<file path="src/rtl/dbus_arbiter.sv">
// dbus_arbiter: two-requester arbiter in front of the single data bus port.
// m0 is the core data port, m1 the secondary master (DMA / debug loader).
// One single-word transaction every three cycles: IDLE -> ACCESS -> RESP.
// Optional feature: define DBUS_ARB_RR_EN for round-robin tie-breaking;
// without it m0 wins every tie. An active lock overrides either policy.
module dbus_arbiter #(
    parameter int unsigned DW = 16,
    parameter int unsigned AW = 16
) (
    input  logic          clk,
    input  logic          rst_n,
    input  logic          m0_req,
    input  logic          m0_we,
    input  logic [AW-1:0] m0_addr,
    input  logic [DW-1:0] m0_wdata,
    input  logic          m0_lock,
    output logic          m0_ack,
    output logic [DW-1:0] m0_rdata,
    input  logic          m1_req,
    input  logic          m1_we,
    input  logic [AW-1:0] m1_addr,
    input  logic [DW-1:0] m1_wdata,
    input  logic          m1_lock,
    output logic          m1_ack,
    output logic [DW-1:0] m1_rdata,
    output logic [AW-1:0] bus_addr,
    output logic [DW-1:0] bus_din,
    output logic          bus_we,
    input  logic [DW-1:0] bus_dout,
    output logic          owner
);

    typedef enum logic [1:0] {StIdle, StAccess, StResp} state_e;

    state_e        state;
    logic          lock_hold;
    logic          cur_we;      // direction of the transaction in flight
    logic [DW-1:0] m0_rdata_q;
    logic [DW-1:0] m1_rdata_q;
    logic          owner_lock;
    logic          grant_valid;
    logic          winner;
`ifdef DBUS_ARB_RR_EN
    logic          rr_ptr;      // preferred requester on the next tie
`endif

    assign owner_lock = owner ? m1_lock : m0_lock;

    // Pick the requester granted in IDLE this cycle
    always_comb begin
        grant_valid = 1'b0;
        winner      = 1'b0;
        if (lock_hold && owner_lock) begin
            // Locked: only the current owner may be granted
            winner      = owner;
            grant_valid = owner ? m1_req : m0_req;
        end else if (m0_req && m1_req) begin
            grant_valid = 1'b1;
`ifdef DBUS_ARB_RR_EN
            winner      = rr_ptr;
`else
            winner      = 1'b0;
`endif
        end else if (m0_req) begin
            grant_valid = 1'b1;
            winner      = 1'b0;
        end else if (m1_req) begin
            grant_valid = 1'b1;
            winner      = 1'b1;
        end
    end

    // Transaction FSM with registered bus, ack and read-data outputs
    always_ff @(posedge clk or negedge rst_n) begin
        if (!rst_n) begin
            state      <= StIdle;
            bus_we     <= 1'b0;
            bus_addr   <= '0;
            bus_din    <= '0;
            m0_ack     <= 1'b0;
            m1_ack     <= 1'b0;
            m0_rdata_q <= '0;
            m1_rdata_q <= '0;
            owner      <= 1'b0;
            lock_hold  <= 1'b0;
            cur_we     <= 1'b0;
`ifdef DBUS_ARB_RR_EN
            rr_ptr     <= 1'b0;
`endif
        end else begin
            unique case (state)
                StIdle: begin
                    bus_we <= 1'b0;
                    if (lock_hold && !owner_lock) begin
                        lock_hold <= 1'b0;
                    end
                    if (grant_valid) begin
                        bus_we   <= winner ? m1_we    : m0_we;
                        bus_addr <= winner ? m1_addr  : m0_addr;
                        bus_din  <= winner ? m1_wdata : m0_wdata;
                        cur_we   <= winner ? m1_we    : m0_we;
                        owner    <= winner;
`ifdef DBUS_ARB_RR_EN
                        rr_ptr   <= ~winner;
`endif
                        state    <= StAccess;
                    end
                end
                StAccess: begin
                    bus_we <= 1'b0;
                    m0_ack <= ~owner;
                    m1_ack <= owner;
                    state  <= StResp;
                end
                StResp: begin
                    m0_ack <= 1'b0;
                    m1_ack <= 1'b0;
                    if (owner_lock) begin
                        lock_hold <= 1'b1;
                    end
                    if (!cur_we) begin
                        if (owner) m1_rdata_q <= bus_dout;
                        else       m0_rdata_q <= bus_dout;
                    end
                    state <= StIdle;
                end
                default: state <= StIdle;
            endcase
        end
    end

    // Bus read data is only available in RESP, so forward it during the ack
    // cycle; the captured copy holds it afterwards and across writes.
    always_comb begin
        m0_rdata = m0_rdata_q;
        m1_rdata = m1_rdata_q;
        if (state == StResp && !cur_we) begin
            if (owner) m1_rdata = bus_dout;
            else       m0_rdata = bus_dout;
        end
    end

endmodule

</file>
<file path="config.mk">
export PLATFORM = sky130hd
export DESIGN_NAME = dbus_arbiter
export DESIGN_NICKNAME = d
export VERILOG_FILES = /design/src/rtl/dbus_arbiter.sv
export SDC_FILE = /design/constraint.sdc
export NUM_CORES = 1
export LEC_CHECK = 0
export CAP_MARGIN = 20
export CORE_AREA = 5 5 129 70
export CTS_CLUSTER_SIZE = 8
export DETAILED_ROUTE_END_ITERATION = 7
export DIE_AREA = 0 0 134 75
export HOLD_SLACK_MARGIN = 0.02
export PLACE_DENSITY_LB_ADDON = 0.12
export REMOVE_ABC_BUFFERS = 1
export SLEW_MARGIN = 25
export SYNTH_ARGS = -nofsm -noshare
export SYNTH_HDL_FRONTEND = slang
export SYNTH_SLANG_ARGS = --single-unit
</file>
<file path="constraint.sdc">
create_clock -name clk -period 4.3 [get_ports clk]
set_input_delay 0.86 -clock clk [delete_from_list [all_inputs] [get_ports clk]]
set_output_delay 0.86 -clock clk [all_outputs]
set_load 0.01 [all_outputs]
</file>
Yosys cells after proc, flatten, opt, wreduce, memory -nomap -nowiden
Index checks and enable logic that the tools add are counted.
- bits in registers: 72
- word-level logic and storage cells: 56
- equal/unequal tests: 5
- muxes and demuxes: 25
- bitwise operators: 2
- reductions and logical operators: 13
- operator list (kind ; number):
    $mux 16 ; 6
    $mux 1 ; 13
    $pmux 1 s2 ; 4
    $ne 2x2->1 const B ; 3
    $reduce_bool 2->1 ; 3
    $logic_and 1x1->1 ; 4
    $pmux 2 s2 ; 1
    $reduce_and 2->1 ; 2
    $reduce_and 3->1 ; 1
    $eq 2x1->1 const B ; 1
    $eq 2x2->1 const B ; 1
    $logic_not 1->1 ; 2
    $logic_not 2->1 ; 1
    $mux 2 ; 1
    $not 1->1 ; 2

Longest topological paths before layout
- word-level depth: 7
- gate-level depth with buffers: 7

Worst setup path before layout
No wires, ideal clock.
- path type: register to output
- start: reg state[0]
- end: out m0_rdata[13]
- arrival: 1.639 ns
- data required time: 3.440 ns
- setup slack: 1.801 ns
- cell stages (with the launch flop): 6
- path through: dfrtp_1 inv_1 ha_1 nor3b_4 buf_4 mux2_1
- longest elaborated chain between the ends: 3
- ends and longest elaborated chain (item ; line ; text):
    from (decl) ; 35 ; state_e state;
    from (signal assigned) ; 76 ; state <= StIdle;
    from (signal assigned) ; 106 ; state <= StAccess;
    from (signal assigned) ; 113 ; state <= StResp;
    $eq 2x2->1 ; 137 ; if (state == StResp && !cur_we) begin
    $logic_and 1x1->1 ; 137 ;
    $mux 16 ; 137 ;
    to (decl) ; 18 ; output logic [DW-1:0] m0_rdata,
No other way between the ends.

Worst setup path in the final report
- start: reg state[0]
- end: out m0_rdata[4]
The elaborated chain is that of the path after synthesis.

==> flow_metrics.py <==
metrics = {
    "status": {
        "outcome": "finished, final reports clean",
    },
    "clock_network": {
        "cts.sinks": 72,
        "cts.clk_slew.worst_paths_ns": 0.05,
        "cts_hold_buf": 0,
        "postCtsResizedCells": 0,
        "clock_latency_ns": 0.33,
        "htreeDepth": 3,
        "root_buffer": "clkbuf_16",
        "clockBufferDepth": 2,
        "cts_setup_buffers": 0,
        "cts_buffers": 9,
        "cts_tree": "built",
    },
    "timing": {
        "holdWs_ns": 0.490,
        "max_freq_ghz": 0.275,
        "rsz0062_at_grt": "false",
        "layout_worst_path_cycle_share_pct": 84.6,
        "setup_viol": 0,
        "relSlewSlack_pct": 43.9,
        "tightest_slew_ns": 0.841,
        "hold_viol": 0,
        "skew_ns": 0.00293,
        "finalSetupTns_ns": 0,
        "slew_violations": 0,
        "min_period_ns": 3.64,
    },
    "grt": {
        "grt_max_degree": 73,
        "grt_util_all_layers_pct": 20.4,
        "grt_pass1_wl_um": 15700,
        "antenna_found_initial": 0,
        "grt_pass1_vias": 2997,
        "grt_overflow_total": 0,
    },
    "power": {
        "power_uw": 3790,
        "powerDensity_nw_per_um2": 742,
        "cellLeakagePower_uw": 0.00205,
        "vdd_ir_drop_max_uv": 315,
    },
    "synth": {
        "synthTopCellsByArea": "dfrtp_1 55%, mux2_2 11%, a31oi_1 4.4%, nand3_1 4.1%, o21ai_0 3.7%",
        "yosys.cell_types.count": 35,
        "synth-seq-cells": 72,
        "synthSimpleGateAreaFrac_pct": 10.6,
        "synthAdderAreaFrac_pct": 1.52,
        "synth-seq-area-share_pct": 54.8,
        "synth_top_family_by_area": "compound AO/OA/AOI/OAI gates",
        "synthXorXnorAreaFrac_pct": 0,
        "yosysWarnings": 0,
        "synthFlopType": "dfrtp_1",
        "synthDominantCellAreaShare_pct": 54.8,
        "synth_top_cell_by_area": "dfrtp_1",
        "syn_inst": 289,
        "synth_compound_area_share_pct": 16.4,
        "synthArstFlopShare_pct": 100,
        "muxShareOfSynthArea_pct": 11.9,
        "synth_edf_count": 0,
        "synth.avg_cell_area_um2": 11.4,
        "syn_area_um2": 3290,
    },
    "setup_path": {
        "r2r_slack_ns": 2.21,
        "crit_cells": 5,
        "crit_family": "simple AND/OR/NAND/NOR gates",
        "crit_slowest_cell": "nor3b_4",
        "r2r_cells": 4,
        "required_ns": 3.44,
        "crit_end": "m0_rdata[4]",
        "reg2reg_to": "bus_din[15]$_DFFE_PN0P_",
        "startpoint": "state[0]$_DFFE_PN0P_",
        "crit_path_end_kind": "output pin",
        "crit_type": "reg -> out",
        "crit_chain": "inv_1 > ha_1 > nor3b_4 > mux2_2 > clkdlybuf4s50_1",
        "arrival_ns": 2.78,
        "path_max_fanout": 16,
        "rr_startpoint": "owner$_DFFE_PN0P_",
        "cp.buffers_inverters": 2,
        "critPathLaunchType": "flop",
        "worst_path_largest_cell_delay_ns": 0.75,
    },
    "cells_and_area": {
        "layout.cells.non_filler": 537,
        "nets": 527,
        "layout_commonest_cell": "clkdlybuf4s50_1",
        "antennaDiodeCount": 0,
        "area_delta_synth_final_pct": 55.4,
        "layout_common_cells": "154 x clkdlybuf4s50_1, 72 x dfrtp_1, 31 x mux2_2",
        "layout-drive-gt1-share_pct": 14.4,
    },
    "placed_design": {
        "io_buffers": 155,
        "hpwl_um": 7140,
        "gp_congestion": 0.870,
        "placed_cells": 524,
    },
    "die": {
        "die_w_um": 134,
        "die_area_um2": 10100,
        "die_h_um": 75,
        "num_io_pins": 156,
        "initial_core_util_pct": 42.5,
        "num_rows": 23,
        "core_um2": 7740,
    },
    "min_path": {
        "hold_path_class": "reg -> reg",
    },
    "drt": {
        "ant_nets": 0,
        "drt-total-wl_um": 9790,
        "dr.pass1.iters": 4,
        "via_count": 2824,
        "drt-initial-drc-count": 144,
        "via_per_inst": 5.26,
        "drc_errors": 0,
        "wl_per_cell_um": 18.2,
    },
    "run": {
        "cap_violations": 0,
    },
}
-- worst reg2reg max path, delay by kind of cell, from the launching register on --
family / cells / cell delay (ns)
AO/OA/AOI/OAI: 2 / 0.41
AND/OR/NAND/NOR: 2 / 0.94
flip-flops: 1 / 0.66
-- logic make-up after synthesis --
logic type / after synthesis
muxes: 35
adders and majority gates: 4
and+or+nand+nor: 67
DFF: 72
AOI/OAI and AO/OA: 86
buffers and inverters: 25
-- Yosys cell counts, types with 2 or more instances --
cell / count
mux2_1: 3
nand2_1: 4
nor2_1: 26
buf_6: 6
inv_1: 4
clkbuf_1: 4
buf_2: 8
o21ai_1: 2
and2_1: 2
nand3_1: 27
ha_1: 4
clkbuf_2: 2
o21ai_0: 24
dfrtp_1: 72
o21a_1: 2
mux2_2: 31
o22ai_1: 9
a21oi_2: 10
a31oi_1: 23
a21oi_1: 11
-- layout make-up --
| cell class | count | area (µm²) |
|---|---|---|
| Sequential cell | 72 | 1800 |
| Multi-Input combinational cell | 192 | 1340 |
| Clock buffer | 12 | 246 |
| Inverter | 4 | 15.0 |
| Fill cell | 620 | 2630 |
| Clock inverter | 1 | 30.0 |
| Tap cell | 100 | 125 |
| Timing Repair Buffer | 156 | 1560 |
-- power breakdown --
part / switching [µW] / internal (µW)
registers: 168 / 1030
clock network: 253 / 455
logic: 873 / 1020
total: 1290 / 2500
-- through the flow --
step / utilization [%] / setup WS (ns) / instance area [µm²]
floorplan: - / 1.75 / 3150
global placement: 62.4 / 1.04 / 4830
detailed placement: 62.5 / 0.983 / 4830
CTS: 66.0 / 0.620 / 5110
global route: 66.1 / 0.480 / 5110
finish: 66.1 / 0.663 / 5110
-- metal layers --
layer,global-route usage [%],vias up,share of wire [%]
li1,-,1342,-
met1,25.4,1360,44
met2,31.9,110,45
met3,9.88,12,9.9
met4,6.84,0,1.2
met5,0,-,0
-- flip-flops by register name, summed over array words and instances (netlist names) --
name and count:
bus_addr 16, bus_din 16, m0_rdata_q 16, m1_rdata_q 16
state 2, bus_we 1, cur_we 1, lock_hold 1
m0_ack 1, m1_ack 1, owner 1
-- how the worst min path moves through the flow --
stage	depth (start not counted)	to	slack, ns	startpoint
after detailed placement	1	m1_rdata_q[11]$_DFFE_PN0P_	0.48	m1_rdata_q[11]$_DFFE_PN0P_
after global placement	1	m0_rdata_q[8]$_DFFE_PN0P_	0.47	m0_rdata_q[8]$_DFFE_PN0P_
after global routing	1	m0_rdata_q[0]$_DFFE_PN0P_	0.51	m0_rdata_q[0]$_DFFE_PN0P_
after CTS	1	m1_rdata_q[11]$_DFFE_PN0P_	0.49	m1_rdata_q[11]$_DFFE_PN0P_
final	1	m1_rdata_q[11]$_DFFE_PN0P_	0.49	m1_rdata_q[11]$_DFFE_PN0P_
after floorplan	1	state[1]$_DFFE_PN0P_	0.51	state[1]$_DFFE_PN0P_
Note: power is estimated with default switching activity, not from simulation.
